--- config.mk ---
export PLATFORM = sky130hd
export DESIGN_NAME = pool_window_gen
export DESIGN_NICKNAME = d
export VERILOG_FILES = /design/src/rtl/pool_pkg.sv /design/src/rtl/pool_line_buf.sv /design/src/rtl/pool_window_gen.sv
export SDC_FILE = /design/constraint.sdc
export NUM_CORES = 1
export LEC_CHECK = 0
export ABC_AREA = 0
export BUFFER_PORTS_ARGS = -buffer_cell sky130_fd_sc_hd__buf_2
export CAP_MARGIN = 5
export CORE_MARGIN = 1.5
export CORE_UTILIZATION = 51
export DETAILED_ROUTE_END_ITERATION = 10
export PLACE_DENSITY = 0.75
export SYNTH_ARGS = -nofsm -noshare
export SYNTH_HDL_FRONTEND = slang
export SYNTH_SLANG_ARGS = --single-unit
--- constraint.sdc ---
create_clock -name clk -period 4.86 [get_ports clk]
set_input_delay 0.729 -clock clk [delete_from_list [all_inputs] [get_ports clk]]
set_output_delay 0.729 -clock clk [all_outputs]
set_load 0.01 [all_outputs]
--- src/rtl/pool_pkg.sv ---
// Shared definitions for the 2x2 pooling pipeline: default geometry, sample
// types and the pixel-position classifier used by the window generator.
package pool_pkg;

    localparam int unsigned PIX_W     = 4;
    localparam int unsigned N_DEFAULT = 180;
    localparam int unsigned CHANNELS  = 3;
    localparam int unsigned CHAN_W    = $clog2(CHANNELS);

    typedef logic [PIX_W-1:0] pix_t;

    typedef struct packed {
        pix_t tl;
        pix_t tr;
        pix_t bl;
        pix_t br;
    } win_t;

    // Role of an incoming pixel inside its 2x2 block
    typedef enum logic [1:0] {
        POS_EVEN_ROW  = 2'd0,  // top row: goes to the line buffer
        POS_ODD_LEFT  = 2'd1,  // bottom-left: parked in the hold register
        POS_ODD_RIGHT = 2'd2   // bottom-right: completes a window
    } pos_e;

    function automatic pos_e classify_pos(input logic row_odd, input logic col_odd);
        if (!row_odd) begin
            return POS_EVEN_ROW;
        end
        if (!col_odd) begin
            return POS_ODD_LEFT;
        end
        return POS_ODD_RIGHT;
    endfunction

endpackage

--- src/rtl/pool_line_buf.sv ---
// Single-row line buffer: one synchronous write port and two combinational
// read ports, used to recall the top row of each 2x2 block.
module pool_line_buf #(
    parameter int unsigned N     = 180,
    parameter int unsigned PIX_W = 4,
    parameter int unsigned AW    = $clog2(N)
) (
    input  logic             clk,
    input  logic             we_i,
    input  logic [AW-1:0]    waddr_i,
    input  logic [PIX_W-1:0] wdata_i,
    input  logic [AW-1:0]    raddr_a_i,
    input  logic [AW-1:0]    raddr_b_i,
    output logic [PIX_W-1:0] rdata_a_o,
    output logic [PIX_W-1:0] rdata_b_o
);

    logic [PIX_W-1:0] mem_q [N];

    // Store the even-row sample; contents are never cleared
    always_ff @(posedge clk) begin
        if (we_i) begin
            mem_q[waddr_i] <= wdata_i;
        end
    end

    assign rdata_a_o = mem_q[raddr_a_i];
    assign rdata_b_o = mem_q[raddr_b_i];

endmodule

--- src/rtl/pool_window_gen.sv ---
// Assembles non-overlapping 2x2 windows from a raster-ordered, channel-planar
// pixel stream and presents them on a valid/ready output register.
module pool_window_gen #(
    parameter int unsigned N        = pool_pkg::N_DEFAULT,
    parameter int unsigned PIX_W    = pool_pkg::PIX_W,
    parameter int unsigned CHANNELS = pool_pkg::CHANNELS
) (
    input  logic             clk,
    input  logic             rst_n,
    input  logic [PIX_W-1:0] pix_in,
    input  logic             pix_valid,
    output logic             pix_ready,
    output logic [PIX_W-1:0] win_in1,
    output logic [PIX_W-1:0] win_in2,
    output logic [PIX_W-1:0] win_in3,
    output logic [PIX_W-1:0] win_in4,
    output logic [1:0]       win_chan,
    output logic             win_last,
    output logic             win_valid,
    input  logic             win_ready
);

    import pool_pkg::*;

    localparam int unsigned AW = $clog2(N);

    logic [AW-1:0]    col_q, col_d;
    logic [AW-1:0]    row_q, row_d;
    logic [1:0]       chan_q, chan_d;
    logic [PIX_W-1:0] hold_q;
    logic [PIX_W-1:0] win_tl_q, win_tr_q, win_bl_q, win_br_q;
    logic [1:0]       win_chan_q;
    logic             win_last_q;
    logic             win_valid_q;

    logic             accept;
    logic             col_last, row_last, chan_last;
    pos_e             pos;
    logic             lb_we;
    logic             produce;
    logic [PIX_W-1:0] lb_left, lb_right;

    assign pix_ready = !win_valid_q || win_ready;
    assign accept    = pix_valid && pix_ready;

    assign col_last  = (col_q == AW'(N - 1));
    assign row_last  = (row_q == AW'(N - 1));
    assign chan_last = (chan_q == 2'(CHANNELS - 1));

    assign pos     = classify_pos(row_q[0], col_q[0]);
    assign lb_we   = accept && (pos == POS_EVEN_ROW);
    assign produce = accept && (pos == POS_ODD_RIGHT);

    pool_line_buf #(
        .N     (N),
        .PIX_W (PIX_W),
        .AW    (AW)
    ) u_line_buf (
        .clk       (clk),
        .we_i      (lb_we),
        .waddr_i   (col_q),
        .wdata_i   (pix_in),
        .raddr_a_i (col_q - 1'b1),
        .raddr_b_i (col_q),
        .rdata_a_o (lb_left),
        .rdata_b_o (lb_right)
    );

    // Raster position (col, row, plane) advance on each accepted pixel
    always_comb begin
        col_d  = col_q;
        row_d  = row_q;
        chan_d = chan_q;
        if (accept) begin
            if (col_last) begin
                col_d = '0;
                if (row_last) begin
                    row_d  = '0;
                    chan_d = chan_last ? '0 : chan_q + 2'd1;
                end else begin
                    row_d = row_q + 1'b1;
                end
            end else begin
                col_d = col_q + 1'b1;
            end
        end
    end

    // Position counters, bottom-left hold and output window register
    always_ff @(posedge clk) begin
        if (!rst_n) begin
            col_q       <= '0;
            row_q       <= '0;
            chan_q      <= '0;
            hold_q      <= '0;
            win_tl_q    <= '0;
            win_tr_q    <= '0;
            win_bl_q    <= '0;
            win_br_q    <= '0;
            win_chan_q  <= '0;
            win_last_q  <= 1'b0;
            win_valid_q <= 1'b0;
        end else begin
            col_q  <= col_d;
            row_q  <= row_d;
            chan_q <= chan_d;
            if (accept && (pos == POS_ODD_LEFT)) begin
                hold_q <= pix_in;
            end
            // A new window may replace one being consumed this same cycle
            if (produce) begin
                win_tl_q    <= lb_left;
                win_tr_q    <= lb_right;
                win_bl_q    <= hold_q;
                win_br_q    <= pix_in;
                win_chan_q  <= chan_q;
                win_last_q  <= chan_last && row_last && col_last;
                win_valid_q <= 1'b1;
            end else if (win_ready) begin
                win_valid_q <= 1'b0;
            end
        end
    end

    assign win_in1   = win_tl_q;
    assign win_in2   = win_tr_q;
    assign win_in3   = win_bl_q;
    assign win_in4   = win_br_q;
    assign win_chan  = win_chan_q;
    assign win_last  = win_last_q;
    assign win_valid = win_valid_q;

endmodule

Word-level counts from Yosys, hierarchy flattened --
Memories as Yosys holds them, arrays and structs flattened. A register that Yosys moved wholly into a read port is not among the register bits. Index checks and enable logic that the tools add are counted.
Storage, ports and cells: register bits 34, latch bits 0, RAM bits 720, ROM bits 0, input bits 8, output and inout port bits 21, logic and storage cells 46, memories 1
Memories:
- u_line_buf.mem_q | words 180, width 4, rd ports 2, clocked after memory_dff 2, write ports 1, line pool_line_buf.sv:18 | logic [PIX_W-1:0] mem_q [N];
Cells by class: $add $sub $neg 4, multipliers 0, divide/modulo/power cells 0, magnitude comparators 0, equality and inequality tests 5, shift operators 0, mux-type cells 13, bitwise operators 0, reductions and logical operators 14
Operators by type and width (count):
- $add A8 B1 Y8 const B | 2
- $eq A8 B8 Y1 const B | 2
- $mux W8 | 2
- $mux W2 | 5
- $sub A8 B1 Y8 const B | 1
- $logic_and A1 B1 Y1 | 6
- $mux W1 | 6
- $eq A2 B2 Y1 const B | 2
- $logic_not A1 Y1 | 3
- $reduce_and A3 Y1 | 1
- $add A2 B1 Y2 const B | 1
- $eq A2 B1 Y1 const B | 1
- $logic_not A2 Y1 | 1
- $reduce_and A2 Y1 | 1
- $reduce_bool A2 Y1 | 1
- $logic_or A1 B1 Y1 | 1

Depth between registers and ports, before layout --
Gate-level depths: netlist (run 1).
depth after elaboration 8, gate-level depth with buffers 18, depth with buffers taken out 9

Hierarchy --
A second synthesis (run 1) with hierarchy kept.
Second synthesis, totals: cells, all modules 2120, area, all modules 36284.8 sq um
By module, submodules not included:
- pool_line_buf | times used 1, cells each 1897, area each 34410.5 sq um, seq. area each 21620.7 sq um
- pool_window_gen | times used 1, cells each 223, area each 1874.3 sq um, seq. area each 840.8 sq um

Worst setup path before layout (run 1) --
Ideal clock, no wire load.
path type reg2reg, start register col_q[1], end register win_tl_q[3], in the netlist win_in1[3] (read register of u_line_buf.mem_q), setup time 0.122 ns, data arrival time 3.720 ns, required time 4.738 ns, path slack 1.019 ns, stages on the path, launching flop included 17, path buffers 8, clock period less this slack 3.841 ns, cells stage by stage dfxtp_1 > buf_6 > buf_6 > buf_8 > buf_6 > buf_8 > buf_4 > inv_1 > ha_1 > buf_2 > clkbuf_1 > mux4_2 > mux4_2 > mux2_2 > nand2_1 > nand4b_1 > o311a_1
On the way: cells in the longest elaborated chain, start to end 1
RTL lines:
- start, declared | line pool_window_gen.sv:27 | logic [AW-1:0] col_q, col_d;
- start signal, assigned | line pool_window_gen.sv:104 | col_q <= col_d;
- $sub A8 B1 Y8 | line pool_window_gen.sv:63 | .raddr_a_i (col_q - 1'b1),
- end, declared | line pool_window_gen.sv:31 | logic [PIX_W-1:0] win_tl_q, win_tr_q, win_bl_q, win_br_q;
Every way passes these cells. A chain may end at the register's enable or synchronous reset.

Worst setup path in the final report (run 1) --
start register col_q[0], end register win_tr_q[2], in the netlist win_in2[2] (read register of u_line_buf.mem_q)
On the way: cells in the longest elaborated chain, start to end 6, elaborated cells between the ends (all ways) 7, classes of those cells eq/ne (1); mux (5); reduce/logical (1)
RTL lines:
- $mux W1 (2 in a row) | line pool_pkg.sv:30 | if (!col_odd) begin
- $mux W2 | line pool_pkg.sv:33 | return POS_ODD_RIGHT;
- $mux W2 | line pool_pkg.sv:30
- $eq A2 B2 Y1 | line pool_window_gen.sv:52 | assign produce = accept && (pos == POS_ODD_RIGHT);
- $logic_and A1 B1 Y1 | line pool_window_gen.sv:52
- end, declared | line pool_window_gen.sv:31
Parallel ways exist; a longest one is shown, timed or not. The select of a mux whose other input is x is not followed.

==> metrics.txt, run 1 <==
# TYPE chip_impl_metric gauge
chip_impl_info{name="status",value="finished, final reports clean"} 1
chip_impl_metric{name="post_drt_wl_per_cell",unit="um"} 33.1
chip_impl_metric{name="max_cap_viol_count",unit=""} 0
chip_impl_metric{name="total_switching_power",unit="mW"} 3.67
chip_impl_metric{name="sequentialPowerShare",unit="%"} 47.1
chip_impl_metric{name="drc_errors",unit=""} 0
chip_impl_metric{name="grt-ovfl-total",unit=""} 0
chip_impl_metric{name="clock_power_share",unit="%"} 40.0
chip_impl_metric{name="total_i_o_pin_count",unit=""} 29
chip_impl_metric{name="firstDrtPassIters",unit=""} 6
chip_impl_metric{name="critPathMaxFanout",unit=""} 51
chip_impl_metric{name="vdd_ir_drop_max",unit="mV"} 0.249
chip_impl_info{name="cp_slowest_cell",value="sky130_fd_sc_hd__nor2b_1"} 1
chip_impl_metric{name="global_route.usage.total",unit="%"} 27.9
chip_impl_metric{name="number_of_flops_mapped_to_enable_cells_by_yosys",unit=""} 720
chip_impl_info{name="postSynth.topFlopCell",value="sky130_fd_sc_hd__edfxtp_1"} 1
chip_impl_info{name="rsz0062_at_grt",value="false"} 1
chip_impl_metric{name="switching_share",unit="%"} 24.0
chip_impl_metric{name="critPathMaxStageDelay",unit="ns"} 0.90
chip_impl_metric{name="power.leakage",unit="nW"} 12.0
chip_impl_metric{name="met2_usage",unit="%"} 43.1
chip_impl_metric{name="ys_seq_elements",unit=""} 762
chip_impl_metric{name="post_synth_inst_count",unit=""} 2014
chip_impl_metric{name="worst_slew_pin_slew",unit="ns"} 1.33
chip_impl_metric{name="synth.yosys.seq_area_share",unit="%"} 62.0
chip_impl_metric{name="drt.antenna.violating_nets",unit=""} 0
chip_impl_metric{name="synth.avg_cell_area",unit="um^2"} 18.0
chip_impl_metric{name="worst_skew_pair.late_latency",unit="ns"} 0.62
chip_impl_metric{name="route.final.wire_length",unit="mm"} 100
chip_impl_metric{name="layout-area-overhead-vs-synth",unit="%"} 10.1
chip_impl_metric{name="fin_tns_setup",unit="ns"} 0
chip_impl_metric{name="max-slew-margin-rel",unit="%"} 11.3
chip_impl_metric{name="grt_max_degree",unit=""} 183
chip_impl_metric{name="vias_per_cell",unit=""} 7.13
chip_impl_metric{name="grt_pass1_wl",unit="mm"} 149
chip_impl_info{name="cp_cell_sequence",value="buf_4, nor2b_1, buf_4, a22oi_1, o21ai_0, a22o_1, nor3_1, a211oi_1, o21ai_1"} 1
chip_impl_metric{name="fin_crit_sh",unit="%"} 83.1
chip_impl_metric{name="die_height",unit="um"} 270
chip_impl_metric{name="fin_crit",unit="ns"} 4.04
chip_impl_metric{name="numClockSinks",unit=""} 762
chip_impl_metric{name="numPortBuffers",unit=""} 28
chip_impl_metric{name="finish.utilization",unit="%"} 56.9
chip_impl_metric{name="critical_path_required",unit="ns"} 5.35
chip_impl_info{name="worstSetupPathType",value="flip-flop to flip-flop"} 1
chip_impl_metric{name="cts.clk_slew.worst_paths",unit="ns"} 0.07
chip_impl_metric{name="cp_num_buf_inv",unit=""} 2
chip_impl_metric{name="synth_area",unit="um^2"} 36200
chip_impl_metric{name="final.setup_skew",unit="ns"} 0.0233
chip_impl_metric{name="routabilityCongestion",unit=""} 0.989
chip_impl_metric{name="vias_in_the_first_global_route",unit=""} 21729
chip_impl_info{name="globalRoute.busiestLayer",value="met2"} 1
chip_impl_metric{name="detail_route.iter0.violations",unit=""} 3609
chip_impl_metric{name="ctsHtreeMaxLevel",unit=""} 3
chip_impl_info{name="cts_tree",value="done"} 1
chip_impl_info{name="startpoint_type",value="flip-flop"} 1
chip_impl_metric{name="cts_hold_buffers",unit=""} 0
chip_impl_info{name="holdCritPathClass",value="flip-flop to flip-flop"} 1
chip_impl_metric{name="finalHoldViolations",unit=""} 0
chip_impl_info{name="path_common_cell",value="sky130_fd_sc_hd__buf_4"} 1
chip_impl_metric{name="finalSetupViolCount",unit=""} 0
chip_impl_metric{name="clk_path_buf_depth",unit=""} 3
chip_impl_metric{name="critPathArrivalTime",unit="ns"} 4.52
chip_impl_metric{name="yosysWarnings",unit=""} 0
chip_impl_metric{name="postCtsSetupRepairBufs",unit=""} 0
chip_impl_metric{name="globalRouteMet1Util",unit="%"} 37.2
chip_impl_metric{name="power_per_cell_area",unit="nW/um^2"} 383
chip_impl_info{name="critPathCaptureType",value="flip-flop"} 1
chip_impl_metric{name="cts_resized",unit=""} 0
chip_impl_metric{name="final_max_slew_viol_count",unit=""} 0
chip_impl_metric{name="detailed_place_hpwl",unit="mm"} 66.0
chip_impl_metric{name="drive_gt1_share",unit="%"} 31.0
chip_impl_metric{name="internal_power",unit="mW"} 11.6
chip_impl_metric{name="number_of_nets_in_the_layout",unit=""} 2041
chip_impl_metric{name="rows",unit=""} 97
chip_impl_metric{name="global_route.usage.met3",unit="%"} 7.88
chip_impl_metric{name="floorplan.die.width",unit="um"} 270
chip_impl_metric{name="tritoncts.num_buffers",unit=""} 78
chip_impl_metric{name="design.die.area",unit="um^2"} 72700
chip_impl_info{name="crit_family",value="compound AO/OA/AOI/OAI gates"} 1
chip_impl_metric{name="floorplan.initialDensity",unit="%"} 51.7
chip_impl_metric{name="maxClockFrequency",unit="GHz"} 0.248
chip_impl_metric{name="dr_total_vias",unit=""} 21617
chip_impl_info{name="cts.root.buffer_cell",value="sky130_fd_sc_hd__clkbuf_16"} 1
chip_impl_metric{name="number_of_antenna_violations_at_the_first_check_in_global_routing",unit=""} 0
chip_impl_metric{name="nFillCells",unit=""} 5135
chip_impl_metric{name="share_comb_of_total_power",unit="%"} 12.9
chip_impl_metric{name="postSynth.asyncResetShare",unit="%"} 0
chip_impl_metric{name="netlist-cell-type-count",unit=""} 66
chip_impl_metric{name="coreArea",unit="um^2"} 70100
chip_impl_metric{name="syn-num-nets",unit=""} 2027
per-stage QoR:
step / power [mW] / hold WS, ns / setup WS, ns / cells / area (um^2)
after CTS: 15.3 / 0.458 / 1.06 / 3032 / 39900
after floorplan: 8.67 / 0.432 / 1.02 / 2014 / 36200
final: 15.3 / 0.460 / 0.824 / 3033 / 39900
after global routing: 15.6 / 0.476 / 0.802 / 3032 / 39900
after detailed placement: 9.26 / 0.450 / 1.10 / 2888 / 37300
after global placement: 9.24 / 0.440 / 1.09 / 2888 / 37300
Yosys cell counts (10+ instances only):
cell type,count,area share (%)
sky130_fd_sc_hd__buf_4,29,0.60
sky130_fd_sc_hd__edfxtp_1,720,60
sky130_fd_sc_hd__xnor2_1,11,0.27
sky130_fd_sc_hd__mux2i_1,52,1.4
sky130_fd_sc_hd__nor2_1,234,2.4
sky130_fd_sc_hd__nor2b_1,10,0.17
sky130_fd_sc_hd__buf_2,44,0.61
sky130_fd_sc_hd__a21oi_1,30,0.41
sky130_fd_sc_hd__nand3_1,39,0.54
sky130_fd_sc_hd__dfxtp_1,42,2.3
sky130_fd_sc_hd__clkbuf_1,52,0.54
sky130_fd_sc_hd__nand4_1,10,0.17
sky130_fd_sc_hd__buf_6,18,0.56
sky130_fd_sc_hd__a22oi_1,14,0.29
sky130_fd_sc_hd__nand2_1,119,1.2
sky130_fd_sc_hd__mux4_2,401,25
sky130_fd_sc_hd__o21ai_0,19,0.26
sky130_fd_sc_hd__or2_2,12,0.21
sky130_fd_sc_hd__a211oi_1,11,0.23
registers in the layout (all words and copies together), names as in the netlist, 4 cells and up:
name              count
u_line_buf.mem_q    720
col_q                 8
row_q                 8
hold_q                4
win_in1               4
win_in2               4
win_in3               4
win_in4               4
cell type report:
type | instances | area [um^2] | area share (%)
Tap cell | 940 | 1180 | 2.95
Clock inverter | 49 | 510 | 1.28
Inverter | 6 | 22.5 | 0.0564
Antenna cell | 1 | 2.50 | 0.00627
Timing Repair Buffer | 88 | 726 | 1.82
Sequential cell | 762 | 22500 | 56.3
Multi-Input combinational cell | 1092 | 12900 | 32.3
Clock buffer | 95 | 2100 | 5.25
tightest hold or removal path, cell delays in order, from the launching register on:
cell and delay (ns):
sky130_fd_sc_hd__dfxtp_1 0.31, sky130_fd_sc_hd__nand2_1 0.05, sky130_fd_sc_hd__a21oi_1 0.05
worst paths after layout:
path              cells after the start  slack (ns)      start    endpoint
setup / recovery                      9        0.82   col_q[0]  win_in2[2]
hold / removal                        2        0.46  hold_q[0]  win_in3[0]
setup reg to reg                      9        0.82   col_q[0]  win_in2[2]
hold reg to reg                       2        0.46  hold_q[0]  win_in3[0]
layout by cell type (no fill, tap or decap), types with 6 or more instances in the layout:
master,Yosys,layout
sky130_fd_sc_hd__edfxtp_1,720,720
sky130_fd_sc_hd__mux4_2,401,401
sky130_fd_sc_hd__nor2_1,234,234
sky130_fd_sc_hd__nand2_1,119,119
sky130_fd_sc_hd__clkbuf_16,0,81
sky130_fd_sc_hd__buf_4,29,54
sky130_fd_sc_hd__mux2i_1,52,52
sky130_fd_sc_hd__nand3_1,39,39
sky130_fd_sc_hd__dfxtp_1,42,38
sky130_fd_sc_hd__a21oi_1,30,30
sky130_fd_sc_hd__buf_2,44,24
sky130_fd_sc_hd__o21ai_0,19,19
sky130_fd_sc_hd__clkinv_2,0,15
sky130_fd_sc_hd__a22oi_1,14,14
sky130_fd_sc_hd__or2_2,12,12
sky130_fd_sc_hd__a211oi_1,11,11
sky130_fd_sc_hd__clkinvlp_4,0,11
sky130_fd_sc_hd__nor2b_1,10,10
sky130_fd_sc_hd__and2_1,9,10
sky130_fd_sc_hd__nand4_1,10,10
sky130_fd_sc_hd__clkbuf_1,52,10
sky130_fd_sc_hd__buf_12,0,10
sky130_fd_sc_hd__clkinv_1,1,9
sky130_fd_sc_hd__nor3_1,9,9
sky130_fd_sc_hd__xnor2_1,11,9
sky130_fd_sc_hd__a221oi_1,9,9
sky130_fd_sc_hd__bufinv_16,0,9
sky130_fd_sc_hd__mux2_2,8,8
sky130_fd_sc_hd__xor2_1,7,7
sky130_fd_sc_hd__a31oi_1,7,7
sky130_fd_sc_hd__and3_1,6,6
power by group through the flow:
stage                     Sequential, mW  Clock, mW  Combinational (mW)
final                               7.20       6.12                1.97
after global routing                7.20       6.39                2.05
after CTS                           7.20       6.15                1.94
after detailed placement            7.34          0                1.92
after global placement              7.34          0                1.90
after floorplan                     7.33          0                1.34
cells by family (layout without fill, tap and decap cells):
| logic type | Yosys count | after routing | synth area share, % |
|---|---|---|---|
| AO/OA/AOI/OAI | 135 | 135 | 2.56 |
| XOR/XNOR | 19 | 19 | 0.480 |
| adder cells (fa/ha/maj) | 5 | 5 | 0.173 |
| buffers and inverters | 160 | 238 | 2.54 |
| flip-flops | 762 | 762 | 62.0 |
| multiplexers | 461 | 461 | 26.6 |
| other | 0 | 1 | 0 |
| AND/OR/NAND/NOR | 472 | 472 | 5.67 |
layer usage:
layer / wire length, um / up-vias
met3: 13200 / 337
met4: 5090 / 0
li1: - / 8401
met1: 35000 / 11237
met5: 0 / -
met2: 47000 / 1642
Note: power is estimated with default switching activity, not from simulation.
==> run 2, diff against run 1 <==
- PLACE_DENSITY: 0.75 -> 0.78
- clock period: 4.86 -> 3.6 ns (I/O delays scaled with it)
==> metrics.txt, run 2 (synthesis gave the netlist of run 1 again) <==
# TYPE chip_impl_metric gauge
chip_impl_metric{name="max-slew-margin-rel",unit="%"} 37.4
chip_impl_info{name="largestRegisters",value="u_line_buf.mem_q: 720 flops, col_q: 8 flops, row_q: 8 flops"} 1
chip_impl_info{name="worstSetupPathType",value="flip-flop to flip-flop"} 1
chip_impl_metric{name="rows",unit=""} 97
chip_impl_metric{name="diodes_inserted",unit=""} 0
chip_impl_info{name="final_cell_mix",value="sky130_fd_sc_hd__edfxtp_1 (720), sky130_fd_sc_hd__mux4_2 (401), sky130_fd_sc_hd__nor2_1 (234)"} 1
chip_impl_info{name="rsz0062_at_grt",value="false"} 1
chip_impl_metric{name="grt_max_degree",unit=""} 125
chip_impl_info{name="layout_commonest_cell",value="sky130_fd_sc_hd__edfxtp_1"} 1
chip_impl_metric{name="coreArea",unit="um^2"} 70100
chip_impl_metric{name="cts_hold_buffers",unit=""} 0
chip_impl_metric{name="routabilityCongestion",unit=""} 1.04
chip_impl_metric{name="route.final.wire_length",unit="mm"} 99.7
chip_impl_metric{name="finalSetupViolCount",unit=""} 0
chip_impl_metric{name="vias_per_cell",unit=""} 7.06
chip_impl_metric{name="fin_ws",unit="ns"} 0.213
chip_impl_metric{name="layout-area-overhead-vs-synth",unit="%"} 11.0
chip_impl_metric{name="vias_in_the_first_global_route",unit=""} 21572
chip_impl_info{name="critPathCaptureType",value="flip-flop"} 1
chip_impl_info{name="status",value="finished, final reports clean"} 1
chip_impl_metric{name="largest_reg_flops",unit=""} 720
chip_impl_metric{name="cts.clk_slew.worst_paths",unit="ns"} 0.06
chip_impl_metric{name="worst_skew_pair.late_latency",unit="ns"} 0.64
chip_impl_metric{name="max_cap_viol_count",unit=""} 0
chip_impl_metric{name="floorplan.initialDensity",unit="%"} 51.7
chip_impl_metric{name="detailed_place_hpwl",unit="mm"} 67.1
chip_impl_metric{name="fin_hold_ws",unit="ns"} 0.305
chip_impl_metric{name="power.leakage",unit="nW"} 12.2
chip_impl_metric{name="total_i_o_pin_count",unit=""} 29
chip_impl_info{name="holdCritPathClass",value="input port to flip-flop"} 1
chip_impl_metric{name="fin_crit",unit="ns"} 3.39
chip_impl_metric{name="design.die.area",unit="um^2"} 72700
chip_impl_metric{name="numClockSinks",unit=""} 762
chip_impl_metric{name="drc_errors",unit=""} 0
chip_impl_metric{name="number_of_antenna_violations_at_the_first_check_in_global_routing",unit=""} 1
chip_impl_metric{name="global_route.usage.total",unit="%"} 27.6
chip_impl_metric{name="critPathArrivalTime",unit="ns"} 3.91
chip_impl_metric{name="nFillCells",unit=""} 5128
chip_impl_metric{name="final.setup_skew",unit="ns"} 0.0273
chip_impl_metric{name="drt.antenna.violating_nets",unit=""} 0
chip_impl_metric{name="finish.utilization",unit="%"} 57.3
chip_impl_metric{name="grt-ovfl-total",unit=""} 0
chip_impl_metric{name="finalHoldViolations",unit=""} 0
chip_impl_metric{name="ctsHtreeMaxLevel",unit=""} 3
chip_impl_metric{name="preCtsSetupSlack",unit="ns"} 0.206
chip_impl_metric{name="instances_no_fill",unit=""} 3075
chip_impl_metric{name="cts_resized",unit=""} 0
chip_impl_metric{name="vdd_ir_drop_max",unit="mV"} 0.354
chip_impl_metric{name="clk_path_buf_depth",unit=""} 3
chip_impl_metric{name="critical_path_required",unit="ns"} 4.12
chip_impl_metric{name="drive_gt1_share",unit="%"} 31.9
chip_impl_metric{name="fin_tns_setup",unit="ns"} 0
chip_impl_metric{name="power_per_cell_area",unit="nW/um^2"} 508
chip_impl_metric{name="die_height",unit="um"} 270
chip_impl_metric{name="grt_pass1_wl",unit="mm"} 148
chip_impl_metric{name="placed_instances",unit=""} 2938
chip_impl_metric{name="post_drt_wl_per_cell",unit="um"} 32.4
chip_impl_metric{name="total_power",unit="mW"} 20.4
chip_impl_metric{name="dr_total_vias",unit=""} 21720
chip_impl_metric{name="floorplan.die.width",unit="um"} 270
chip_impl_metric{name="tritoncts.num_buffers",unit=""} 77
chip_impl_info{name="cts_tree",value="done"} 1
chip_impl_metric{name="worst_slew_pin_slew",unit="ns"} 0.936
chip_impl_metric{name="final_max_slew_viol_count",unit=""} 0
chip_impl_metric{name="firstDrtPassIters",unit=""} 8
chip_impl_metric{name="number_of_nets_in_the_layout",unit=""} 2090
chip_impl_info{name="largest_register",value="u_line_buf.mem_q"} 1
chip_impl_metric{name="fin_crit_sh",unit="%"} 94.1
chip_impl_metric{name="maxClockFrequency",unit="GHz"} 0.295
chip_impl_info{name="startpoint_type",value="flip-flop"} 1
chip_impl_metric{name="critPathMaxFanout",unit=""} 19
chip_impl_metric{name="postPlaceCellArea",unit="um^2"} 37700
chip_impl_metric{name="final_design_area_no_fill",unit="um^2"} 40200
chip_impl_metric{name="postCtsSetupRepairBufs",unit=""} 0
chip_impl_metric{name="numPortBuffers",unit=""} 28
chip_impl_metric{name="detail_route.iter0.violations",unit=""} 3828
chip_impl_info{name="cts.root.buffer_cell",value="sky130_fd_sc_hd__clkbuf_16"} 1
-- run 2: cell count changes in the layout (fill, tap and decap cells not counted), moves of 2 or more --
cell,delta
sky130_fd_sc_hd__buf_12,+4
sky130_fd_sc_hd__buf_4,+46
sky130_fd_sc_hd__bufinv_16,-2
sky130_fd_sc_hd__clkbuf_1,+7
sky130_fd_sc_hd__clkbuf_2,-2
sky130_fd_sc_hd__clkinv_1,+4
sky130_fd_sc_hd__clkinv_2,-4
sky130_fd_sc_hd__clkinvlp_4,-7
sky130_fd_sc_hd__inv_6,-3
-- run 2: critical path: stages (launching register included) --
cell and delay, ns:
sky130_fd_sc_hd__dfxtp_2 0.47, sky130_fd_sc_hd__or4_4 0.57, sky130_fd_sc_hd__nand2_4 0.43, sky130_fd_sc_hd__buf_4 0.42, sky130_fd_sc_hd__mux4_2 0.58, sky130_fd_sc_hd__o2111ai_1 0.33
sky130_fd_sc_hd__nand3_1 0.19, sky130_fd_sc_hd__o221a_1 0.27
-- run 2: final timing paths --
check,startpoint,cells past startpoint,endpoint,slack (ns)
max,col_q[2],7,win_in1[0],0.21
min reg2reg,win_in3[0],2,win_in3[0],0.45
max reg2reg,col_q[2],7,win_in1[0],0.21
min,win_ready,3,win_valid,0.30
-- run 2: routing by layer --
layer  GRT usage, %  wire (um)
met3           7.39      13400
met1           38.3      35600
met5              0          0
met2           41.8      46200
met4           11.5       4550
-- run 2: power by group --
| group | switching [mW] | internal (mW) | total (mW) |
|---|---|---|---|
| Sequential | 0.0119 | 9.70 | 9.71 |
| Clock | 3.36 | 4.66 | 8.02 |
| Combinational | 1.49 | 1.20 | 2.69 |
-- run 2: final cells by class --
| class | count | area [um^2] | area share [%] |
|---|---|---|---|
| Tap cell | 940 | 1180 | 2.92 |
| Multi-Input combinational cell | 1092 | 12900 | 32.1 |
| Clock inverter | 37 | 378 | 0.940 |
| Inverter | 6 | 22.5 | 0.0560 |
| Clock buffer | 100 | 2120 | 5.27 |
| Sequential cell | 762 | 22500 | 55.9 |
| Timing Repair Buffer | 138 | 1150 | 2.86 |
